File: src/rtl/fifo_prog_pkg.sv
// Shared constants and helpers for the programmable-threshold FIFO.
// Build option: define FIFO_PROG_FWFT_EN for first-word-fall-through read data.
package fifo_prog_pkg;

  localparam int DEFAULT_FIFO_WIDTH = 16;
  localparam int DEFAULT_FIFO_DEPTH = 8;

  // Occupancy needs one extra bit so that a completely full FIFO is representable.
  function automatic int cnt_w(input int depth);
    return $clog2(depth) + 1;
  endfunction

endpackage

File: src/rtl/fifo_prog_mem.sv
// FIFO storage: register array with one synchronous write port and one
// asynchronous read port. Contents are intentionally not reset.
module fifo_prog_mem #(
  parameter int WIDTH = 16,
  parameter int DEPTH = 8,
  localparam int AW = $clog2(DEPTH)
) (
  input  logic             clk,
  input  logic             we,
  input  logic [AW-1:0]    waddr,
  input  logic [WIDTH-1:0] wdata,
  input  logic [AW-1:0]    raddr,
  output logic [WIDTH-1:0] rdata
);

  logic [WIDTH-1:0] mem [DEPTH];

  always_ff @(posedge clk) begin
    if (we) begin
      mem[waddr] <= wdata;
    end
  end

  assign rdata = mem[raddr];

endmodule

File: src/rtl/fifo_prog.sv
// Synchronous FIFO with runtime-programmable almost-full/almost-empty thresholds.
// Build option: define FIFO_PROG_FWFT_EN for first-word-fall-through read data.
module fifo_prog
  import fifo_prog_pkg::*;
#(
  parameter int FIFO_WIDTH = DEFAULT_FIFO_WIDTH,
  parameter int FIFO_DEPTH = DEFAULT_FIFO_DEPTH,
  localparam int CNT_W = cnt_w(FIFO_DEPTH)
) (
  input  logic                  clk,
  input  logic                  rst_n,
  input  logic [FIFO_WIDTH-1:0] data_in,
  input  logic                  wr_en,
  input  logic                  rd_en,
  input  logic [CNT_W-1:0]      af_thresh,
  input  logic [CNT_W-1:0]      ae_thresh,
  output logic [FIFO_WIDTH-1:0] data_out,
  output logic                  wr_ack,
  output logic                  overflow,
  output logic                  underflow,
  output logic                  full,
  output logic                  empty,
  output logic                  almostfull,
  output logic                  almostempty,
  output logic [CNT_W-1:0]      count
);

  localparam int PTR_W = $clog2(FIFO_DEPTH);

  logic [PTR_W-1:0]      wr_ptr;
  logic [PTR_W-1:0]      rd_ptr;
  logic [FIFO_WIDTH-1:0] mem_rdata;
  logic                  wr_accept;
  logic                  rd_accept;

  assign full        = (count == CNT_W'(FIFO_DEPTH));
  assign empty       = (count == '0);
  assign almostfull  = (count >= af_thresh);
  assign almostempty = (count <= ae_thresh);

  // Gating on full/empty makes the full+both and empty+both cases fall out naturally.
  assign wr_accept = wr_en & ~full;
  assign rd_accept = rd_en & ~empty;

  fifo_prog_mem #(
    .WIDTH (FIFO_WIDTH),
    .DEPTH (FIFO_DEPTH)
  ) u_mem (
    .clk   (clk),
    .we    (wr_accept),
    .waddr (wr_ptr),
    .wdata (data_in),
    .raddr (rd_ptr),
    .rdata (mem_rdata)
  );

  always_ff @(posedge clk or negedge rst_n) begin
    if (!rst_n) begin
      wr_ptr    <= '0;
      rd_ptr    <= '0;
      count     <= '0;
      wr_ack    <= 1'b0;
      overflow  <= 1'b0;
      underflow <= 1'b0;
    end else begin
      wr_ack    <= wr_accept;
      overflow  <= wr_en & full;
      underflow <= rd_en & empty;
      if (wr_accept) begin
        wr_ptr <= wr_ptr + 1'b1;
      end
      if (rd_accept) begin
        rd_ptr <= rd_ptr + 1'b1;
      end
      case ({wr_accept, rd_accept})
        2'b10:   count <= count + 1'b1;
        2'b01:   count <= count - 1'b1;
        default: count <= count;
      endcase
    end
  end

`ifdef FIFO_PROG_FWFT_EN
  assign data_out = mem_rdata;
`else
  always_ff @(posedge clk or negedge rst_n) begin
    if (!rst_n) begin
      data_out <= '0;
    end else if (rd_accept) begin
      data_out <= mem_rdata;
    end
  end
`endif

endmodule

File: config.mk
export PLATFORM = sky130hd
export DESIGN_NAME = fifo_prog
export DESIGN_NICKNAME = d
export VERILOG_FILES = /design/src/rtl/fifo_prog_pkg.sv /design/src/rtl/fifo_prog_mem.sv /design/src/rtl/fifo_prog.sv
export SDC_FILE = /design/constraint.sdc
export NUM_CORES = 1
export LEC_CHECK = 0
export BUFFER_PORTS_ARGS = -buffer_cell sky130_fd_sc_hd__buf_2
export CAP_MARGIN = 20
export CORE_ASPECT_RATIO = 1.2
export CORE_UTILIZATION = 46
export CTS_CLUSTER_DIAMETER = 40
export DETAILED_ROUTE_END_ITERATION = 10
export PLACE_DENSITY = 0.69
export SKIP_CTS_REPAIR_TIMING = 1
export SYNTH_ARGS = -nofsm -noshare
export SYNTH_HDL_FRONTEND = slang
export SYNTH_SLANG_ARGS = --single-unit
File: constraint.sdc
create_clock -name clk -period 7.35 [get_ports clk]
set_input_delay 1.47 -clock clk [delete_from_list [all_inputs] [get_ports clk]]
set_output_delay 1.47 -clock clk [all_outputs]
set_load 0.01 [all_outputs]
==> results of run 1 <==
## final timing paths
path / cells after the start / start / endpoint
worst max-delay path: 7 / af_thresh[0] / almostfull
min in group asynchronous: 1 / rst_n / data_out[3]$_DFFE_PN0P_
worst max register to register: 11 / count[1]$_DFFE_PN0P_ / count[2]$_DFFE_PN0P_
max in group asynchronous: 1 / rst_n / rd_ptr[0]$_DFFE_PN0P_
worst min-delay path: 2 / data_out[3]$_DFFE_PN0P_ / data_out[3]$_DFFE_PN0P_
worst min register to register: 2 / data_out[3]$_DFFE_PN0P_ / data_out[3]$_DFFE_PN0P_
## per-layer routing
layer	up-vias	GRT usage	wire length [µm]	part of all wire
met3	15	0.0446	481	0.041
met5	-	0	0	0
met1	1688	0.224	5300	0.45
met4	0	0.0612	199	0.017
met2	85	0.296	5810	0.49
li1	1609	-	-	-
## power breakdown
| part | internal [mW] | switching, mW |
|---|---|---|
| Clock | 0.505 | 0.350 |
| Sequential | 1.15 | 0.125 |
| Combinational | 0.385 | 0.462 |
| Total | 2.04 | 0.938 |
## logic make-up after synthesis
| group | Yosys count |
|---|---|
| adders and majority gates | 13 |
| xor gates and xnor gates | 8 |
| DFF | 157 |
| muxes | 65 |
| and+or+nand+nor | 56 |
| AOI/OAI and AO/OA | 58 |
| buffers and inverters | 27 |
## synth_stat cells
| master | instances |
|---|---|
| nor4b_1 | 1 |
| mux2i_1 | 32 |
| edfxtp_1 | 128 |
| nor2_1 | 8 |
| a21oi_1 | 2 |
| ha_1 | 13 |
| o22ai_1 | 16 |
| clkbuf_1 | 4 |
| nor4b_2 | 1 |
| buf_6 | 1 |
| and2_1 | 2 |
| mux2_2 | 32 |
| o21ai_1 | 16 |
| a21o_1 | 3 |
| mux2_1 | 1 |
| xor2_1 | 4 |
| a221o_1 | 16 |
| buf_12 | 2 |
| xnor2_1 | 4 |
| inv_1 | 7 |
| nand2_1 | 29 |
| nand4_1 | 1 |
| and3b_1 | 1 |
| a41oi_1 | 1 |
| buf_4 | 4 |
| o21ai_0 | 1 |
| clkbuf_2 | 1 |
| nand2b_1 | 7 |
| o21a_1 | 2 |
| o41ai_1 | 1 |
| buf_8 | 1 |
| nor3_1 | 3 |
| buf_2 | 5 |
| nor2b_1 | 2 |
| inv_2 | 2 |
| nor4_4 | 1 |
| dfrtp_1 | 29 |
## through the flow
stage | worst slack, ps | power [mW] | instances | util | hold slack, ps
floorplan | 3400 | 1.91 | 384 | - | 489
global placement | 3290 | 2.11 | 598 | 0.509 | 463
detailed placement | 3250 | 2.16 | 598 | 0.509 | 471
CTS | 3250 | 3.01 | 630 | 0.553 | 485
global route | 3120 | 3.14 | 630 | 0.553 | 505
finish | 3260 | 2.98 | 630 | 0.553 | 479
## area by class of cell
class	count	area [µm²]
inverter	9	33.8
clock buffer	17	425
sequential	157	4570
multi-input combinational	200	1630
clock inverter	15	163
fill	1056	5970
timing repair buffer	64	345
tap	168	210
## state kept, by name (all words and copies together) (netlist names)
register / flops
rd_ptr: 3
wr_ptr: 3
wr_ack: 1
underflow: 1
overflow: 1
u_mem.mem: 128
count: 4
data_out: 16
## critical path, delay by kind of cell
kind / cells / cell delay [ps]
and+or+nand+nor: 1 / 140
buffers and inverters: 2 / 230
adders and majority gates: 1 / 270
AOI/OAI and AO/OA: 3 / 510
==> summary.md, run 1 <==
| Metric | Value |
|---|---|
| Post-Synth XOR/XNOR Area | `0.0110` |
| Min Tclk post-route | `4090 ps` |
| Compound-cell area share of the yosys netlist | `0.0645` |
| Combinational family with the most area after synthesis | `multiplexers` |
| Placed cell area | `6790 µm²` |
| Clk_lat worst skew | `420 ps` |
| Final setup TNS | `0 ps` |
| Routed wire length | `11800 µm` |
| P_leak | `2.81 nW` |
| Gr usage total | `0.177` |
| Period utilization | `0.556` |
| Detail-routed via count per cell | `5.39` |
| Mean Syn Cell Area | `16.6 µm²` |
| Vias post-DR | `3397` |
| Worst-path clk slew | `60 ps` |
| Fin. max-slew vios | `0` |
| Ant. Diodes | `0` |
| Wirelength per Cell | `18.7 µm` |
| Slowest stage cell, crit path | `ha_1` |
| Num CTS Buffers | `17` |
| Mux cell area share after synthesis | `0.109` |
| Pre-antenna DRT Iters | `5` |
| Fin area | `7380 µm²` |
| Clock root cell | `clkbuf_16` |
| Drt drc | `0` |
| Status | `finished clean` |
| FP Rows | `46` |
| RSZ-0062 raised after global routing | `no` |
| Least-Margin Pin Slew | `1000 ps` |
| Critical Path Max Stage Delay | `270 ps` |
| PwrDens | `403 nW/µm²` |
| Final nets | `490` |
| Sequential fraction of the synthesis area | `0.718` |
| Total gr overflow | `0` |
| Commonest non-fill, non-tap cell in the layout | `edfxtp_1` |
| Max frequency | `245 MHz` |
| Core Region | `13400 µm²` |
| Max Cap Viol | `0` |
| Setup Viol. Count Final | `0` |
| 1st-iter DRT viols | `145` |
| CTS tree | `done` |
| Slew Limit Headroom | `0.329` |
| Cells after synthesis | `384` |
| Area Growth Syn to Fin | `16.0%` |
| Mapped Area | `6360 µm²` |
| Top cell by count, worst path | `a21o_1` |
| Warning count from the yosys run | `0` |
| Cell taking the most area after synthesis | `edfxtp_1` |
| CP Data Required Time | `5880 ps` |
| Highest-count cells in the layout ignoring fill and taps | `128 x edfxtp_1, 54 x buf_2, 32 x mux2i_1, 32 x mux2_2, 29 x nand2_1` |
| DRT antenna net count | `0` |
| Worst setup SP type | `input port` |
| Crit-path max FO | `1` |
| Worst min path class | `reg -> reg` |
| Global-route wire length before repair | `17800 µm` |
| I/O pin total | `55` |
| Clock sink total | `157` |
| Synth Area in Adders | `0.0256` |
| CTS HTree Levels | `4` |
| Area of the die | `14300 µm²` |
| Final Hold Fails | `0` |
| IO Port Bufs | `54` |
| Synth top area cells | `edfxtp_1 60%, dfrtp_1 11%, mux2_2 5.7%` |
| Vias in the first global route | `3324` |
| CTS max path bufs | `2` |
| Worst setup path class | `in -> out` |
| Worst EP arrival | `2620 ps` |
| VDD IR max | `190 µV` |
| Critical path, cell by cell | `buf_2 -> ha_1 -> nand2b_1 -> a21o_1 -> a21o_1 -> a21o_1 -> buf_2` |
| Fraction of layout cells with a size suffix above 1 | `0.294` |
| Post-DP HPWL | `6930 µm` |
| Die Width | `109 µm` |
| Die H | `131 µm` |
| Post-Syn Nets | `425` |
| Pin count of the biggest net entering global routing | `49` |
| Seq cells post-synth | `157` |
| Initial antenna violation count | `0` |
| Share of Yosys cell area claimed by the top area cell type | `0.604` |
| Crit end category | `primary output` |
| Starting Density | `0.476` |
| Simple-Gate Fraction of Synth Area | `0.0444` |
| Library cells used by synthesis | `37` |
| Clock Skew | `8.97 ps` |
| GP Congestion | `0.687` |
| Register-to-register setup slack | `4560 ps` |
(Power assumes the default switching activity.)
==> run 2, diff against run 1 <==
--- a/config.mk
+++ b/config.mk
@@ -11,7 +11,7 @@
 export CORE_UTILIZATION = 46
 export CTS_CLUSTER_DIAMETER = 40
 export DETAILED_ROUTE_END_ITERATION = 10
-export PLACE_DENSITY = 0.69
+export PLACE_DENSITY = 0.72
 export SKIP_CTS_REPAIR_TIMING = 1
 export SYNTH_ARGS = -nofsm -noshare
 export SYNTH_HDL_FRONTEND = slang
==> constraint.sdc (replaced) <==
create_clock -name clk -period 3.4 [get_ports clk]
set_input_delay 0.68 -clock clk [delete_from_list [all_inputs] [get_ports clk]]
set_output_delay 0.68 -clock clk [all_outputs]
set_load 0.01 [all_outputs]
==> run 2 against run 1 <==
- sequential power rose by 110%
- via count rose by 1.1%
- clock power rose by 140%
- die area did not move
- setup slack got worse by 2700 ps
- global-route usage rose by 0.65 points
- count of clock-buffer cells in the layout did not move
- wire length rose by 2.8%
- largest power group unchanged
- highest routed layer unchanged
==> summary.md, run 2 (synthesis results as in run 1) <==
| Metric | Value |
|---|---|
| Commonest non-fill, non-tap cell in the layout | `edfxtp_1` |
| CTS HTree Levels | `4` |
| 1st-iter DRT viols | `242` |
| Setup Viol. Count Final | `0` |
| Ant. Diodes | `0` |
| Min Tclk post-route | `2820 ps` |
| Clock root cell | `clkbuf_16` |
| Period utilization | `0.828` |
| Total gr overflow | `0` |
| Worst-path clk slew | `60 ps` |
| Drt drc | `0` |
| Crit-path max FO | `8` |
| DRT antenna net count | `0` |
| GP Congestion | `0.745` |
| Least-Margin Pin Slew | `1010 ps` |
| Die Width | `109 µm` |
| Pre-antenna DRT Iters | `7` |
| Detail-routed via count per cell | `5.44` |
| Status | `finished clean` |
| Worst setup SP type | `flop` |
| Post-DP HPWL | `7010 µm` |
| Max frequency | `355 MHz` |
| I/O pin total | `55` |
| Worst EP arrival | `2140 ps` |
| Gr usage total | `0.183` |
| CP Data Required Time | `2720 ps` |
| Crit end category | `primary output` |
| FP Rows | `46` |
| Pin count of the biggest net entering global routing | `39` |
| Fin. max-slew vios | `0` |
| P_leak | `2.86 nW` |
| Final cell count without fillers | `631` |
| Max reg flops | `128` |
| Layout fillers | `1068` |
| Worst min path class | `in -> async` |
| Clock sink total | `157` |
| VDD IR max | `424 µV` |
| Cells after DPL | `599` |
| IO Port Bufs | `54` |
| Starting Density | `0.476` |
| PwrDens | `898 nW/µm²` |
| Worst Reg-to-Reg Cells | `9` |
| Final Hold Fails | `0` |
| Max Cap Viol | `0` |
| Final nets | `491` |
| CTS max path bufs | `2` |
| Area of the die | `14300 µm²` |
| Final setup TNS | `0 ps` |
| Highest-count cells in the layout ignoring fill and taps | `128 x edfxtp_1, 54 x buf_2, 32 x mux2i_1, 32 x mux2_2, 29 x nand2_1` |
| Vias post-DR | `3434` |
| Num CTS Buffers | `17` |
| Initial antenna violation count | `0` |
| Largest registers | `u_mem.mem (128), data_out (16), count (4)` |
| CTS tree | `done` |
| Slew Limit Headroom | `0.327` |
| Final core utilization | `0.559` |
| Routed wire length | `12100 µm` |
| Worst setup path class | `reg -> out` |
| Clk_lat worst skew | `410 ps` |
| Area Growth Syn to Fin | `17.3%` |
| Wirelength per Cell | `19.2 µm` |
| Vias in the first global route | `3407` |
| Core Region | `13400 µm²` |
| Fraction of layout cells with a size suffix above 1 | `0.289` |
| Biggest register | `u_mem.mem` |
| Clock Skew | `7.11 ps` |
| Global-route wire length before repair | `18800 µm` |
| RSZ-0062 raised after global routing | `no` |
| Die H | `131 µm` |
[run 2: power by group]
part           total (mW)  switching, mW  leakage (nW)  internal [mW]
combinational        1.92           1.07          1.03          0.853
sequential           2.72          0.234          1.51           2.48
clock                2.06          0.704         0.313           1.36
total                6.70           2.01          2.86           4.70
[run 2: final timing paths]
path                                               from                       to  slack (ps)
worst max-delay path               count[0]$_DFFE_PN0P_               almostfull         580
worst min-delay path                              rst_n      underflow$_DFF_PN0_         320
worst max register to register     count[1]$_DFFE_PN0P_     count[2]$_DFFE_PN0P_        1020
worst min register to register  data_out[4]$_DFFE_PN0P_  data_out[4]$_DFFE_PN0P_         480
max in group asynchronous                         rst_n    rd_ptr[0]$_DFFE_PN0P_        2580
min in group clk                data_out[4]$_DFFE_PN0P_  data_out[4]$_DFFE_PN0P_         480
[run 2: per-layer routing]
metal	track usage	routed length, µm
met4	0.0776	269
met2	0.299	5970
met5	0	0
met3	0.0392	506
met1	0.237	5380
[run 2: area by class of cell]
type                       count  area (µm²)  area share
sequential                   157        4570       0.612
multi-input combinational    200        1630       0.219
clock buffer                  17         425      0.0570
timing repair buffer          65         365      0.0490
clock inverter                15         225      0.0302
tap                          168         210      0.0282
inverter                       9        33.8     0.00453
[run 2: through the flow]
stage	hold WS [ps]	instance area (µm²)	worst slack (ps)	total power, mW
floorplan	384	6360	699	4.13
global placement	464	6810	915	4.62
detailed placement	471	6810	911	4.68
CTS	345	7460	556	6.76
global route	390	7460	454	7.03
finish	321	7460	585	6.70
[run 2: critical path, cell delays in order, from the launching register on]
cell and delay, ps:
dfrtp_1 540, inv_1 140, ha_1 280, nand2b_1 130, a21o_1 170, a21o_1 170
a21o_1 160, buf_2 130
==> run 3, diff against run 2 <==
--- a/config.mk
+++ b/config.mk
@@ -5,13 +5,14 @@
 export SDC_FILE = /design/constraint.sdc
 export NUM_CORES = 1
 export LEC_CHECK = 0
+export ABC_AREA = 1
 export BUFFER_PORTS_ARGS = -buffer_cell sky130_fd_sc_hd__buf_2
 export CAP_MARGIN = 20
 export CORE_ASPECT_RATIO = 1.2
 export CORE_UTILIZATION = 46
 export CTS_CLUSTER_DIAMETER = 40
 export DETAILED_ROUTE_END_ITERATION = 10
-export PLACE_DENSITY = 0.72
+export PLACE_DENSITY = 0.69
 export SKIP_CTS_REPAIR_TIMING = 1
 export SYNTH_ARGS = -nofsm -noshare
 export SYNTH_HDL_FRONTEND = slang
==> constraint.sdc (replaced) <==
create_clock -name clk -period 2.8 [get_ports clk]
set_input_delay 0.56 -clock clk [delete_from_list [all_inputs] [get_ports clk]]
set_output_delay 0.56 -clock clk [all_outputs]
set_load 0.01 [all_outputs]
==> run 3 against run 2 <==
- critical path depth is 2 lower
- first-iteration DRC count is 9.9% higher
- global-route usage is 0.34 points higher
- power is 22% higher
- synthesized cell count is 46% higher
- count of clock-buffer cells in the layout is 3 higher
- combinational power is 34% higher
- clock power is 14% higher
- critical path type unchanged
==> summary.md, run 3 <==
| Metric | Value |
|---|---|
| Status | `finished clean` |
| Fin. max-slew vios | `0` |
| Critical Path Max Stage Delay | `470 ps` |
| Ant. Diodes | `0` |
| Crit end category | `primary output` |
| CTS max path bufs | `2` |
| Final setup TNS | `0 ps` |
| VDD IR max | `509 µV` |
| Fraction of layout cells with a size suffix above 1 | `0.163` |
| Area of the die | `14500 µm²` |
| Cells after synthesis | `560` |
| CP Data Required Time | `2240 ps` |
| Critical path, cell by cell | `ha_1 -> nand2_1 -> o21ai_0 -> o21ai_0 -> buf_2` |
| Share of Yosys cell area claimed by the top area cell type | `0.594` |
| GP Congestion | `0.763` |
| Worst setup path class | `reg -> out` |
| Final core utilization | `0.545` |
| P_leak | `2.98 nW` |
| Routed wire length | `12600 µm` |
| FP Rows | `47` |
| DRT antenna net count | `0` |
| Final hold slack | `194 ps` |
| Vias in the first global route | `4101` |
| Seq cells post-synth | `157` |
| Final cell count without fillers | `804` |
| Clock Skew | `10.2 ps` |
| Top cell by count, worst path | `o21ai_0` |
| Ys flop type | `edfxtp_1` |
| Mean Syn Cell Area | `11.6 µm²` |
| Mapped Area | `6470 µm²` |
| Synth top cells by count | `142 x nor2_1, 128 x edfxtp_1, 58 x nand2_1` |
| Clk_lat worst skew | `410 ps` |
| Worst EP arrival | `1670 ps` |
| Die H | `132 µm` |
| Vias post-DR | `4213` |
| Total chip power | `8.15 mW` |
| Cells after DPL | `772` |
| Min Tclk post-route | `2230 ps` |
| CTS HTree Levels | `4` |
| Total gr overflow | `0` |
| Cell taking the most area after synthesis | `edfxtp_1` |
| Synth top area cells | `edfxtp_1 59%, dfrtp_1 11%, nor2_1 8.2%` |
| Crit-path max FO | `7` |
| Largest registers | `u_mem.mem (128), data_out (16), count (4)` |
| Library cells used by synthesis | `23` |
| Clock sink total | `157` |
| Slew Limit Headroom | `0.279` |
| RR Endpoint | `count[2]$_DFFE_PN0P_` |
| Warning count from the yosys run | `0` |
| Pin count of the biggest net entering global routing | `67` |
| Post-Syn Nets | `601` |
| CTS tree | `done` |
| Register Area | `4570 µm²` |
| Detail-routed via count per cell | `5.24` |
| Initial antenna violation count | `0` |
| Post-synth EDFFs | `128` |
| Global-route wire length before repair | `19900 µm` |
| Max Cap Viol | `0` |
| Gr usage total | `0.187` |
| Least-Margin Pin Slew | `1080 ps` |
| Num CTS Buffers | `17` |
| PwrDens | `1090 nW/µm²` |
| 1st-iter DRT viols | `266` |
| Max frequency | `448 MHz` |
| Async SR Flop Fraction | `0.185` |
| Max reg flops | `128` |
| Area Growth Syn to Fin | `16.0%` |
| R2r startpoint | `count[1]$_DFFE_PN0P_` |
| Die Width | `110 µm` |
| Cell with the most instances after synthesis | `nor2_1` |
| Starting Density | `0.470` |
| Highest-count cells in the layout ignoring fill and taps | `142 x nor2_1, 128 x edfxtp_1, 58 x nand2_1, 54 x nand3_1, 54 x buf_2` |
| Register-to-register setup slack | `780 ps` |
| Pre-antenna DRT Iters | `5` |
| Clock root cell | `clkbuf_16` |
| Footprint of the multi-input gates | `1640 µm²` |
| Period utilization | `0.797` |
| Worst min path class | `in -> async` |
| IO Port Bufs | `54` |
| Final nets | `661` |
| Post-DP HPWL | `7350 µm` |
| Biggest register | `u_mem.mem` |
| Wirelength per Cell | `15.7 µm` |
| Sequential fraction of the synthesis area | `0.706` |
| Drt drc | `0` |
| Core Region | `13800 µm²` |
| Setup Viol. Count Final | `0` |
| I/O pin total | `55` |
| Commonest non-fill, non-tap cell in the layout | `nor2_1` |
| Worst Reg-to-Reg Cells | `11` |
| Slowest stage cell, crit path | `dfrtp_1` |
| Worst-path clk slew | `60 ps` |
| Layout fillers | `1104` |
| Final Hold Fails | `0` |
| RSZ-0062 raised after global routing | `no` |
| Worst setup SP type | `flop` |
-- run 3: power by group --
part	leakage, nW	switching, mW	total, mW	internal, mW
clock	0.301	0.884	2.34	1.46
combinational	1.16	1.72	2.58	0.861
sequential	1.51	0.202	3.22	3.02
-- run 3: cells by family after synthesis --
kind of cell | after synthesis | share of synthesized area
xor gates and xnor gates | 6 | 0.00812
adders and majority gates | 13 | 0.0251
AOI/OAI and AO/OA | 75 | 0.0584
and+or+nand+nor | 257 | 0.161
DFF | 157 | 0.706
buffers and inverters | 52 | 0.0406
-- run 3: critical path, delay by kind of cell, from the launching register on --
family          cells  cell delay, ps
flops               1             470
buf+inv             1             150
fa+ha+maj           1             340
compound gates      2             240
simple gates        1              70
-- run 3: worst max-delay path by stage --
stage | startpoint | end | slack, ps | cells past startpoint
final | count[3]$_DFFE_PN0P_ | almostempty | 570 | 5
after global placement | af_thresh[1] | almostfull | 840 | 8
after global routing | count[0]$_DFFE_PN0P_ | almostempty | 420 | 7
after detailed placement | count[1]$_DFFE_PN0P_ | count[2]$_DFFE_PN0P_ | 770 | 11
after CTS | count[1]$_DFFE_PN0P_ | almostempty | 540 | 5
after floorplan | count[1]$_DFFE_PN0P_ | u_mem.mem[0][0]$_DFFE_PP_ | 660 | 5
-- run 3: per-stage QoR --
stage | setup slack, ps | area, µm²
final | 568 | 7500
after floorplan | 658 | 6470
after CTS | 540 | 7500
after detailed placement | 772 | 6890
after global routing | 424 | 7500
after global placement | 837 | 6890
-- run 3: layer usage --
metal | up-vias | part of all wire | global-route usage | routed length, µm
met4 | 0 | 0.033 | 0.0994 | 419
li1 | 2041 | - | - | -
met2 | 162 | 0.49 | 0.294 | 6140
met5 | - | 0 | 0 | 0
met3 | 29 | 0.068 | 0.0440 | 855
met1 | 1981 | 0.41 | 0.237 | 5220
-- run 3: layout make-up --
cell class              count  share of cell area
clock buffers              20              0.0609
clock inverters            12              0.0213
inverters                  26              0.0130
multi-input cells         351               0.218
flip-flops and latches    157               0.609
well taps                 171              0.0285
repair buffers             67              0.0490
